==> src/rtl/ext_int_ctrl.sv <==
// External interrupt controller: counts or follows an external request line and
// raises a registered interrupt to the CPU until software acknowledges it.
module ext_int_ctrl #(
   parameter logic [31:0] BASE = 32'h00007f20
) (
   input  logic        clk,
   input  logic        reset,
   input  logic        irq_src,
   input  logic [31:0] addr,
   input  logic [3:0]  byteen,
   input  logic [31:0] wdata,
   output logic        hit,
   output logic [31:0] rdata,
   output logic        int_out
);

   typedef enum logic [1:0] {IDLE, ASSERT, WAIT_LOW} state_t;

   localparam logic [31:0] ACK_ADDR   = BASE;
   localparam logic [31:0] CTRL_ADDR  = BASE + 32'd4;
   localparam logic [31:0] COUNT_ADDR = BASE + 32'd8;
   localparam logic [31:0] TOTAL_ADDR = BASE + 32'd12;

   state_t      state_q, state_d;
   logic        en_q, en_d;
   logic        mode_q, mode_d;
   logic        ovf_q, ovf_d;
   logic        irq_dly_q, irq_dly_d;
   logic [7:0]  count_q, count_d;
   logic [15:0] total_q, total_d;
   logic        int_out_q, int_out_d;

   logic [31:0] word_addr;
   logic        sel_ack, sel_ctrl, sel_count, sel_total;
   logic        wr, ctrl_wr, ack, rise, cnt_inc, cnt_dec;
   logic        unused_wdata;

   assign unused_wdata = ^wdata[31:2];

   always_comb begin
      word_addr = addr & 32'hfffffffc;
      sel_ack   = (word_addr == ACK_ADDR);
      sel_ctrl  = (word_addr == CTRL_ADDR);
      sel_count = (word_addr == COUNT_ADDR);
      sel_total = (word_addr == TOTAL_ADDR);
      hit       = sel_ack | sel_ctrl | sel_count | sel_total;

      rdata = 32'd0;
      if (sel_ctrl) begin
         rdata = {23'd0, ovf_q, 6'd0, mode_q, en_q};
      end else if (sel_count) begin
         rdata = {24'd0, count_q};
      end else if (sel_total) begin
         rdata = {16'd0, total_q};
      end
   end

   always_comb begin
      wr      = |byteen;
      ctrl_wr = wr & sel_ctrl & byteen[0];
      // A CTRL write in the same cycle swallows the acknowledge.
      ack     = wr & sel_ack & (state_q == ASSERT) & ~ctrl_wr;
      rise    = irq_src & ~irq_dly_q;
      cnt_inc = rise & ~mode_q;
      cnt_dec = ack & ~mode_q;

      irq_dly_d = irq_src;
      en_d      = ctrl_wr ? wdata[0] : en_q;
      mode_d    = ctrl_wr ? wdata[1] : mode_q;
      ovf_d     = ovf_q & ~ctrl_wr;
      count_d   = count_q;
      total_d   = total_q;

      if (cnt_inc && !cnt_dec) begin
         if (count_q == 8'hff) begin
            ovf_d = 1'b1;
         end else begin
            count_d = count_q + 8'd1;
         end
      end else if (cnt_dec && !cnt_inc) begin
         count_d = count_q - 8'd1;
      end

      if (ack) begin
         total_d = total_q + 16'd1;
      end

      state_d = state_q;
      if (ctrl_wr || !en_q) begin
         state_d = IDLE;
      end else begin
         case (state_q)
            IDLE: begin
               if (mode_q ? irq_src : (count_q != 8'd0)) begin
                  state_d = ASSERT;
               end
            end
            ASSERT: begin
               if (ack) begin
                  state_d = mode_q ? WAIT_LOW : IDLE;
               end
            end
            WAIT_LOW: begin
               if (!irq_src) begin
                  state_d = IDLE;
               end
            end
            default: state_d = IDLE;
         endcase
      end

      int_out_d = (state_d == ASSERT);
   end

   always_ff @(posedge clk) begin
      if (!reset) begin
         state_q   <= IDLE;
         en_q      <= 1'b1;
         mode_q    <= 1'b0;
         ovf_q     <= 1'b0;
         irq_dly_q <= 1'b0;
         count_q   <= 8'd0;
         total_q   <= 16'd0;
         int_out_q <= 1'b0;
      end else begin
         state_q   <= state_d;
         en_q      <= en_d;
         mode_q    <= mode_d;
         ovf_q     <= ovf_d;
         irq_dly_q <= irq_dly_d;
         count_q   <= count_d;
         total_q   <= total_d;
         int_out_q <= int_out_d;
      end
   end

   assign int_out = int_out_q;

endmodule

==> config.mk <==
export PLATFORM = sky130hd
export DESIGN_NAME = ext_int_ctrl
export DESIGN_NICKNAME = d
export VERILOG_FILES = /design/src/rtl/ext_int_ctrl.sv
export SDC_FILE = /design/constraint.sdc
export NUM_CORES = 1
export LEC_CHECK = 0
export BUFFER_PORTS_ARGS = -buffer_cell sky130_fd_sc_hd__buf_2
export CORE_UTILIZATION = 46
export DETAILED_ROUTE_END_ITERATION = 10
export PLACE_DENSITY = 0.81
export SLEW_MARGIN = 5
export SYNTH_ARGS = -nofsm -noshare
export SYNTH_HDL_FRONTEND = slang
export SYNTH_SLANG_ARGS = --single-unit
==> constraint.sdc <==
create_clock -name clk -period 3.85 [get_ports clk]
set_input_delay 0.77 -clock clk [delete_from_list [all_inputs] [get_ports clk]]
set_output_delay 0.77 -clock clk [all_outputs]
set_load 0.005 [all_outputs]
# == Word level (Yosys, flattened, before mapping) ==
# Cells that the tools add are included.
# word_totals
in_bits,71
output_inout_bits,34
regBits,31
# op_classes
reduce_logical,11
bitwise_logic,15
n_eq_ne,9
n_addsub,3
muxes,15
# ops
op,count
$eq 30x13->1 const B,4
$mux 16,2
$mux 32,1
$mux 8,3
$add 16x1->16 const B,1
$mux 2,5
$and 1x1->1,9
$add 8x1->8 const B,1
$eq 8x8->1 const B,1
$reduce_bool 8->1,1
$sub 8x1->8 const B,1
$pmux 2 s3,1
$eq 2x1->1 const B,2
$reduce_or 4->1,1
$logic_not 1->1,3
$mux 1,3
$not 1->1,3
$or 1x1->1,3
$eq 2x2->1 const B,1
$logic_and 1x1->1,2
$logic_not 2->1,1
$ne 2x2->1 const B,1
$reduce_and 2->1,1
$reduce_bool 2->1,1
$logic_or 1x1->1,1

# == Longest topological paths before layout ==
# logic_depth
word_depth,10
depth_mapped,14

# == Worst setup path before layout ==
# OpenSTA, ideal clock, no wires.
# synth_path
path_type,input -> register
from,input byteen[1]
to,register count_q[7]
slack_ns,0.315
t_required_ns,3.778
arrival_ns,3.463
setup_ns,0.072
stages,12
path_cell_list,o41ai_2 nor3_4 buf_2 nor3_1 inv_1 ha_1 nand3_1 o211ai_1 o41ai_1 or4_1 a21oi_1 mux2i_1
# synth_between
elab_chain_cells,10
# synth_rtl
item,line,rtl
start: declaration,10,"input logic [3:0] byteen,"
$reduce_or 4->1 (*),59,wr = |byteen;
$and 1x1->1 (2 in series),60,ctrl_wr = wr & sel_ctrl & byteen[0];
$not 1->1,62,ack = wr & sel_ack & (state_q == ASSERT) & ~ctrl_wr;
$and 1x1->1 (*),62,
$and 1x1->1 (*),65,cnt_dec = ack & ~mode_q;
$logic_not 1->1,74,if (cnt_inc && !cnt_dec) begin
$logic_and 1x1->1,74,
$ne 2x2->1 (no line) / $reduce_bool 2->1 (equally long branches),-,
$reduce_and 2->1 (no line),-,
end signal: assignment,131,count_q <= count_d;
end: declaration,29,"logic [7:0] count_q, count_d;"
# Every way passes the cells marked *; elsewhere a longest branch is shown, timed or not.
# A chain may end at the register's enable or synchronous reset.

# == Worst setup path after layout ==
# Ends and elaborated chain as after synthesis.

==> results.ini <==
[outcome]
status=completed

[layout]
syn2layout_area_growth_pct=16.3
fillCellCount=405
drive_gt1_share_pct=25.5
fin_area_um2=2410
antenna_cells=0
layout.nets=376

[critical_path]
reg2reg_depth=12
reg2reg_slack_ns=0.84
worstSetupEndpointType=flip-flop
cp_max_fo=7
critPathKind=input pin to flip-flop
cp.arrival_ns=3.73
cp-start-kind=input pin
required_ns=4.06

[yosys]
synth_warnings=0
ys_seq_area_share_pct=30.0
synth_top_area_share_pct=30.0
synth_top_family_by_area=simple AND/OR/NAND/NOR gates
synthXorXnorAreaFrac_pct=7.20
yosys.area_share.simple_pct=30.9
synth-seq-cells=31
synth_edf_count=0
syn_area_um2=2070
yosys.area.top_type=dfxtp_1
synthFlopType=dfxtp_1
ys_async_sr_fraction_pct=0
syn_avg_cell_area_um2=8.58
synth_mux_area_share_pct=6.96
synth-compound-area-share_pct=10.9
synth_most_common_cell=dfxtp_1
yosys-top-cells-count=dfxtp_1 (31), nor2_1 (26), buf_4 (16)
synth.distinct_cells=44
syn_inst=241
synthAdderAreaFrac_pct=5.20
synth.area.top_cells=dfxtp_1 (30%), buf_4 (5.8%), mux2i_1 (5.3%), nor2_1 (4.7%), ha_1 (4.2%)

[route]
firstDrtPassIters=4
via_count=1867
drc=0
wl_um=4650
detail-route-antenna-nets=0
routedWlPerCell_um=13.3
avgViaCountPerCell=5.33
drtIter0Drc=93

[global_route]
use_met3_pct=4.53
grt_use_met2_pct=33.9
grt_max_degree=24
busiest_layer=met2
grt_overflow=0
antenna_found_initial=0
grt_pass1_vias=1743
grt_pass1_wl_um=7800
track_usage_pct=19.8
use_met1_pct=24.7

[timing]
fin_hold_ws_ns=0.489
hold_violations=0
setup_violations=0
worst_slack_ns=0.329
period_needed_ns=3.52
period_share_pct=91.5
slew_viol_final=0
slew_headroom_pct=49.9
rsz0062_at_grt=no
finalSetupTns_ns=0
worstMarginPinSlew_ns=0.750
fmax_mhz=284
clock-skew-final_ns=0.00461

[floorplan]
ios=105
start_util_pct=47.8
num_rows=24
die_x_um=69.1
die_area_um2=4770
core_area_um2=4320
fp.dieH_um=69.1

[cts]
cts_max_path_buffers=2
clk_latency_ns=0.28
post-cts-setup-buffers=0
ctsHoldBuffers=0
htree_levels=2
numCtsBuffers=5
cts_tree=built
cts_resized=0
clk_pin_slew_worst_paths_ns=0.06
cts.sinks=31
root_buffer=clkbuf_8

[place]
dp_slack_ns=0.0879
post-dp-hpwl_um=3440
place_congestion=0.802
dpl-instance-area_um2=2320
port-buffer-count=56

[power]
power_density_nw_per_um2=310
ir_worst_vdd_v=0.000233
cellLeakagePower_nw=1.11

[hold_path]
min_path_type=flip-flop to flip-flop
min_path_cells=1

[job]
maxCapViolations=0

-- sequential cells by signal, indices dropped and copies added (netlist names) --
name       count
state_q        2
count_q        8
total_q       16
irq_dly_q      1
mode_q         1
en_q           1
ovf_q          1
int_out        1
-- stage by stage --
step / power (mW) / utilization (%) / cells
floorplan: 0.472 / - / 256
global placement: 0.499 / 53.8 / 342
detailed placement: 0.504 / 53.8 / 342
CTS: 0.746 / 55.6 / 350
global route: 0.781 / 55.6 / 350
finish: 0.746 / 55.6 / 350
-- area by class of cell --
cell class                      instances  area (um2)  area share, %
Clock buffer                            7        76.3           3.17
Clock inverter                          1        5.00          0.208
Inverter                                5        18.8          0.780
Multi-Input combinational cell        196        1330           55.1
Sequential cell                        31         621           25.8
Tap cell                               52        65.1           2.70
Timing Repair Buffer                   58         295           12.3
-- critical path: stages --
cell,delay (ns)
buf_2,0.10
o41ai_2,0.61
nor3_4,0.07
nor3_1,0.24
inv_1,0.20
ha_1,0.42
nand3_1,0.10
o211ai_1,0.26
o41ai_1,0.15
or4_1,0.41
a21oi_1,0.22
mux2i_1,0.19
-- cells in the final DEF (no fill, tap or decap), types with 10 or more instances in the layout --
| cell type | instances |
|---|---|
| nor2_1 | 26 |
| nand2_1 | 10 |
| conb_1 | 16 |
| nand3_1 | 15 |
| and3_1 | 13 |
| buf_2 | 56 |
| dfxtp_1 | 31 |
| mux2i_1 | 11 |
| a21oi_1 | 13 |
-- power by group --
part / internal [mW] / total, mW / switching, mW
clock: 0.127 / 0.245 / 0.118
sequential: 0.335 / 0.352 / 0.0176
combinational: 0.0698 / 0.148 / 0.0787
total: 0.531 / 0.746 / 0.214
-- kinds of logic after synthesis --
logic type	count (synthesis)
adders and majority gates	8
DFF	31
xor gates and xnor gates	17
other	1
and+or+nand+nor	105
AOI/OAI and AO/OA	36
buffers and inverters	29
muxes	14
-- per-layer routing --
metal  vias to the layer above  routed length, um
li1                        950                  -
met1                       865               2150
met2                        44               2260
met3                         8                178
met4                         0                 57
met5                         -                  0
-- final timing paths --
check,start,endpoint
setup / recovery,byteen[1],count_q[7]
hold / removal,state_q[0],state_q[1]
setup reg to reg,state_q[1],count_q[7]
hold reg to reg,state_q[0],state_q[1]
(Power assumes the default switching activity.)
